`src/rtl/single_port_ram.sv`:
```
// 32 x 8 synchronous single-port scratch RAM with a registered read port.
// Reads are read-before-write when both enables hit the same address on one edge.
module single_port_ram #(
  parameter int DATA_WIDTH = 8,
  parameter int ADDR_WIDTH = 5,
  parameter int DEPTH      = 2 ** ADDR_WIDTH
) (
  input  logic                  clk,
  input  logic                  reset,
  input  logic [DATA_WIDTH-1:0] data_in,
  input  logic                  write_enb,
  input  logic                  read_enb,
  input  logic [ADDR_WIDTH-1:0] address,
  output logic [DATA_WIDTH-1:0] data_out
);

  logic [DATA_WIDTH-1:0] mem [DEPTH];

  // NOTE: the storage must clear on reset, so it is built from resettable flops
  // rather than a RAM macro; a macro cannot clear every word asynchronously.
  always_ff @(posedge clk or posedge reset) begin
    if (reset) begin
      for (int i = 0; i < DEPTH; i++) begin
        mem[i] <= '0;
      end
    end else if (write_enb) begin
      mem[address] <= data_in;
    end
  end

  // NOTE: non-blocking updates mean this read sees mem before the same-edge
  // write lands, which is exactly the read-before-write behaviour we want.
  always_ff @(posedge clk or posedge reset) begin
    if (reset) begin
      data_out <= '0;
    end else if (read_enb) begin
      data_out <= mem[address];
    end
  end

endmodule

```
`config.mk`:
```
export PLATFORM = sky130hd
export DESIGN_NAME = single_port_ram
export DESIGN_NICKNAME = d
export VERILOG_FILES = /design/src/rtl/single_port_ram.sv
export SDC_FILE = /design/constraint.sdc
export NUM_CORES = 1
export LEC_CHECK = 0
export BUFFER_PORTS_ARGS = -buffer_cell sky130_fd_sc_hd__buf_2
export CAP_MARGIN = 20
export CORE_MARGIN = 2
export CORE_UTILIZATION = 30
export CTS_CLUSTER_DIAMETER = 150
export DETAILED_ROUTE_END_ITERATION = 10
export PLACE_DENSITY = 0.49
export SLEW_MARGIN = 20
export SYNTH_ARGS = -nofsm -noshare
export SYNTH_HDL_FRONTEND = slang
export SYNTH_SLANG_ARGS = --single-unit
```
`constraint.sdc`:
```
create_clock -name clk -period 15.7 [get_ports clk]
set_input_delay 1.57 -clock clk [delete_from_list [all_inputs] [get_ports clk]]
set_output_delay 1.57 -clock clk [all_outputs]
set_load 0.005 [all_outputs]
```
Word level (Yosys, flattened, before mapping)
Index checks and enable logic that the tools add are counted.
{"block": "classes", "magnitude_cmp": 2, "n_addsub": 0, "n_reduce_logical": 1, "n_eq_ne": 0, "n_div": 0, "mux": 6, "multipliers": 0, "shifts": 0, "bitwise": 1}
{"cell": "$bwmux 256", "n": 1}
{"cell": "$bmux 8 s5", "n": 1}
{"cell": "$demux 8 s5", "n": 1}
{"cell": "$mux 8", "n": 3}
{"cell": "$ge 6x6->1 const B", "n": 1}
{"cell": "$lt 6x1->1 const B", "n": 1}
{"cell": "$not 5->6", "n": 1}
{"cell": "$logic_and 1x1->1", "n": 1}
{"block": "totals", "out_inout_bits": 8, "n_memories": 0, "wordCells": 43, "romBits": 0, "ff_bits": 264, "latch_bits": 0, "inputBits": 17, "mem_bits_rw": 0}

Logic depth before layout (Yosys ltp)
{"block": "logic_depth", "word_depth": 6, "mapped_depth": 8, "mapped_depth_nobuf": 5}

Worst setup path before layout
OpenSTA, ideal clock, no wires.
{"block": "synth_path", "kind": "input -> register", "startpoint": "in address[0]", "endpoint": "reg data_out[3]", "path_buffers": 2, "setup_slack_ns": 12.735, "arrival_time_ns": 2.844, "setup_time_ns": 0.121, "t_required_ns": 15.579, "stages": 6, "cell_sequence": "buf_6 buf_6 mux4_2 a22oi_1 nand4_1 o22a_1"}
{"block": "synth_between", "elab_chain_len": 4}
{"item": "start, declared", "line_no": "13", "source": "input logic [ADDR_WIDTH-1:0] address,"}
{"item": "$not 5->6 (not written as such)", "line_no": "37", "source": "data_out <= mem[address];"}
{"item": "$bmux 8 s5", "line_no": "37"}
{"item": "$mux 8 (not written as such) (2 in a row)", "line_no": "37"}
{"item": "end signal, assigned", "line_no": "37"}
{"item": "end, declared", "line_no": "14", "source": "output logic [DATA_WIDTH-1:0] data_out"}
No other way between the ends. The select of a mux whose other input is x is not followed.
A chain may end at the register's enable or synchronous reset.

Final worst setup path
{"block": "layout_path", "startpoint": "in address[0]", "endpoint": "reg data_out[4]"}
Same word-level chain as after synthesis.

==> flow_summary_export.csv <==
group,metric,value,unit
clock_tree,numCtsBuffers,31,
yosys,ys_seq_area_share,54.0,%
flow_run,cap_violations,0,
clock_tree,clk_pin_slew_worst_paths,0.06,ns
final_layout,syn_to_final_growth,13.4,%
placement,io_buffers,24,
timing,fin_crit_sh,26.5,%
worst_setup_path,crit_required,16.11,ns
yosys,avgSynthCellArea,15.1,um2
clock_tree,clock-sinks,264,
yosys,synth_flop_cell,"dfrtp_1",
detailed_routing,drt-wirelength-per-cell,23.2,um
final_layout,antennaDiodeCount,0,
placement,place_ws,10.86,ns
clock_tree,cts.repair.resized,0,
detailed_routing,firstDrtPassIters,4,
timing,fin_ws,11.54,ns
global_routing,grt_antenna_before_repair,1,
status,status,"finished, final reports clean",
placement,gp_congestion,0.751,
final_layout,final_net_count,832,
final_layout,nFillCells,3885,
yosys,synth_edf_count,0,
clock_tree,h-tree-depth,1,
clock_tree,ctsHoldBuffers,0,
placement,dpl_cell_area,12700,um2
timing,worst_slew_pin_slew,0.962,ns
die,num_rows,73,
timing,rsz0062_at_grt,"false",
global_routing,grtUsageTotal,15.5,%
yosys,synth_fp_nets,829,
detailed_routing,num_vias,6981,
timing,final-setup-viol-count,0,
timing,clock_skew,0.00778,ns
yosys,synth.area.top_cells,"dfrtp_1 (54%), mux2_2 (23%), mux4_2 (9.0%), mux2i_1 (2.0%), mux2_4 (0.98%)",
final_layout,final_cell_count_no_fill,1365,
timing,drv_slew,0,
worst_setup_path,slowest_stage,"buf_4",
yosys,async_flop_share,100,%
yosys,netlist_area,12200,um2
detailed_routing,viasPerCell,5.11,
clock_tree,clockBufferDepth,3,
final_layout,final_cell_mix,"dfrtp_1 (264), mux2_2 (254), mux4_2 (49)",
worst_setup_path,path_common_cell,"buf_4",
detailed_routing,drc,0,
final_layout,mostFrequentLayoutCell,"dfrtp_1",
timing,max_freq,241,MHz
timing,slew_headroom,35.6,%
worst_setup_path,crit_path_end_kind,"flip-flop",
detailed_routing,wl,31700,um
worst_setup_path,cp_slowest_stage_delay,0.68,ns
timing,setup_tns,0,ns
clock_tree,clockRootBuffer,"clkbuf_16",
worst_setup_path,crit_type,"primary input to flip-flop",
die,io_pins,25,
final_layout,utilization,34.7,%
die,die_area,42400,um2
power,ir_worst_vdd,0.0630,mV
global_routing,grt_max_degree,115,
yosys,synth_cell_types,52,
die,die_h,206,um
power,power.density,140,nW/um2
worst_setup_path,crit_fanout,36,
die,fp.dieW,206,um
worst_setup_path,path_cells,"buf_4 > buf_4 > buf_4 > mux2_2 > a22o_1 > nor3_1 > a31oi_1",
placement,dpl.hpwl,20200,um
power,leakagePower,0.00603,uW
placement,dp.cells,1307,
clock_tree,post_cts_buffers,0,
timing,period_needed,4.16,ns
timing,final-hold-violation-count,0,
global_routing,grt_pass1_vias,7370,
yosys,syn_inst,812,
min_path,hold_path_class,"flip-flop to flip-flop",
detailed_routing,ant_nets,0,
die,start_util,30.6,%
final_layout,design_area,13900,um2
yosys,synth_top_cell_area_share,54.0,%
final_layout,drive_above_1_share,51.1,%
worst_setup_path,cp-start-kind,"primary input",
clock_tree,clk_latency,0.56,ns
yosys,yosysWarnings,0,
yosys,synth_top_area_cell,"dfrtp_1",
detailed_routing,first_iter_violations,384,
clock_tree,cts_tree,"built",
worst_setup_path,arrival,4.57,ns
die,core_area,40000,um2
yosys,ys_seq_elements,264,
global_routing,grt_pass1_wl,49400,um
global_routing,grt-ovfl-total,0,
==> critical path, delay by kind of cell <==
kind,cells,cell delay (ns)
muxes,1,0.44
buffers and inverters,3,1.57
and+or+nand+nor,1,0.55
AOI/OAI and AO/OA,2,0.38
==> cells in the mapped netlist (all sizes together), types with 7 or more instances <==
cell type	number
a21oi	8
buf	29
clkbuf	30
dfrtp	264
mux2	263
mux2i	24
mux4	49
nand2	24
nand3	15
nor2	36
o22ai	7
==> state kept, by name (all words and copies together), names as in the netlist <==
| register | flops |
|---|---|
| data_out | 8 |
| mem | 256 |
==> stage by stage <==
stage                     hold slack, ns  total power (uW)
final                              0.496              1950
after global routing               0.509              2040
after detailed placement           0.488              1180
after global placement             0.482              1170
after CTS                          0.502              1980
after floorplan                    0.453              1090
==> metal layers <==
metal  up-vias  GRT usage, %  wire length [um]
met1      3774          22.2             14500
met5         -             0                 0
met4         0          3.67               723
met3        47          1.75              1210
met2       117          25.3             15300
li1       3043             -                 -
==> worst paths after layout <==
kind / start / cells past startpoint / slack, ns / end
worst min register to register: mem[173] / 1 / 0.50 / mem[173]
max in group asynchronous: reset / 3 / 13.03 / mem[35]
worst max-delay path: address[0] / 7 / 11.54 / data_out[4]
worst min-delay path: mem[173] / 1 / 0.50 / mem[173]
min in group asynchronous: reset / 2 / 1.18 / mem[142]
worst max register to register: mem[39] / 4 / 13.93 / data_out[7]
==> report_power, final <==
group          leakage [uW]  internal (uW)  total, uW  switching (uW)
Clock              0.000569            493        783             290
Combinational       0.00209            163        283             120
Sequential          0.00337            812        880            67.8
Total               0.00603           1470       1950             477
==> cell type report <==
type                    count  area (um2)  area share (%)
flip-flops and latches    264        6610            47.6
multi-input cells         487        5290            38.1
clock buffers              43         931            6.71
well taps                 525         657            4.74
clock inverters            15         206            1.49
repair buffers             29         164            1.18
inverters                   2        16.3           0.117
==> logic make-up after synthesis <==
family	synth area share [%]
AOI/OAI and AO/OA	2.74
buffers and inverters	2.75
DFF	54.0
muxes	35.5
and+or+nand+nor	5.00
Note: power is estimated with default switching activity, not from simulation.
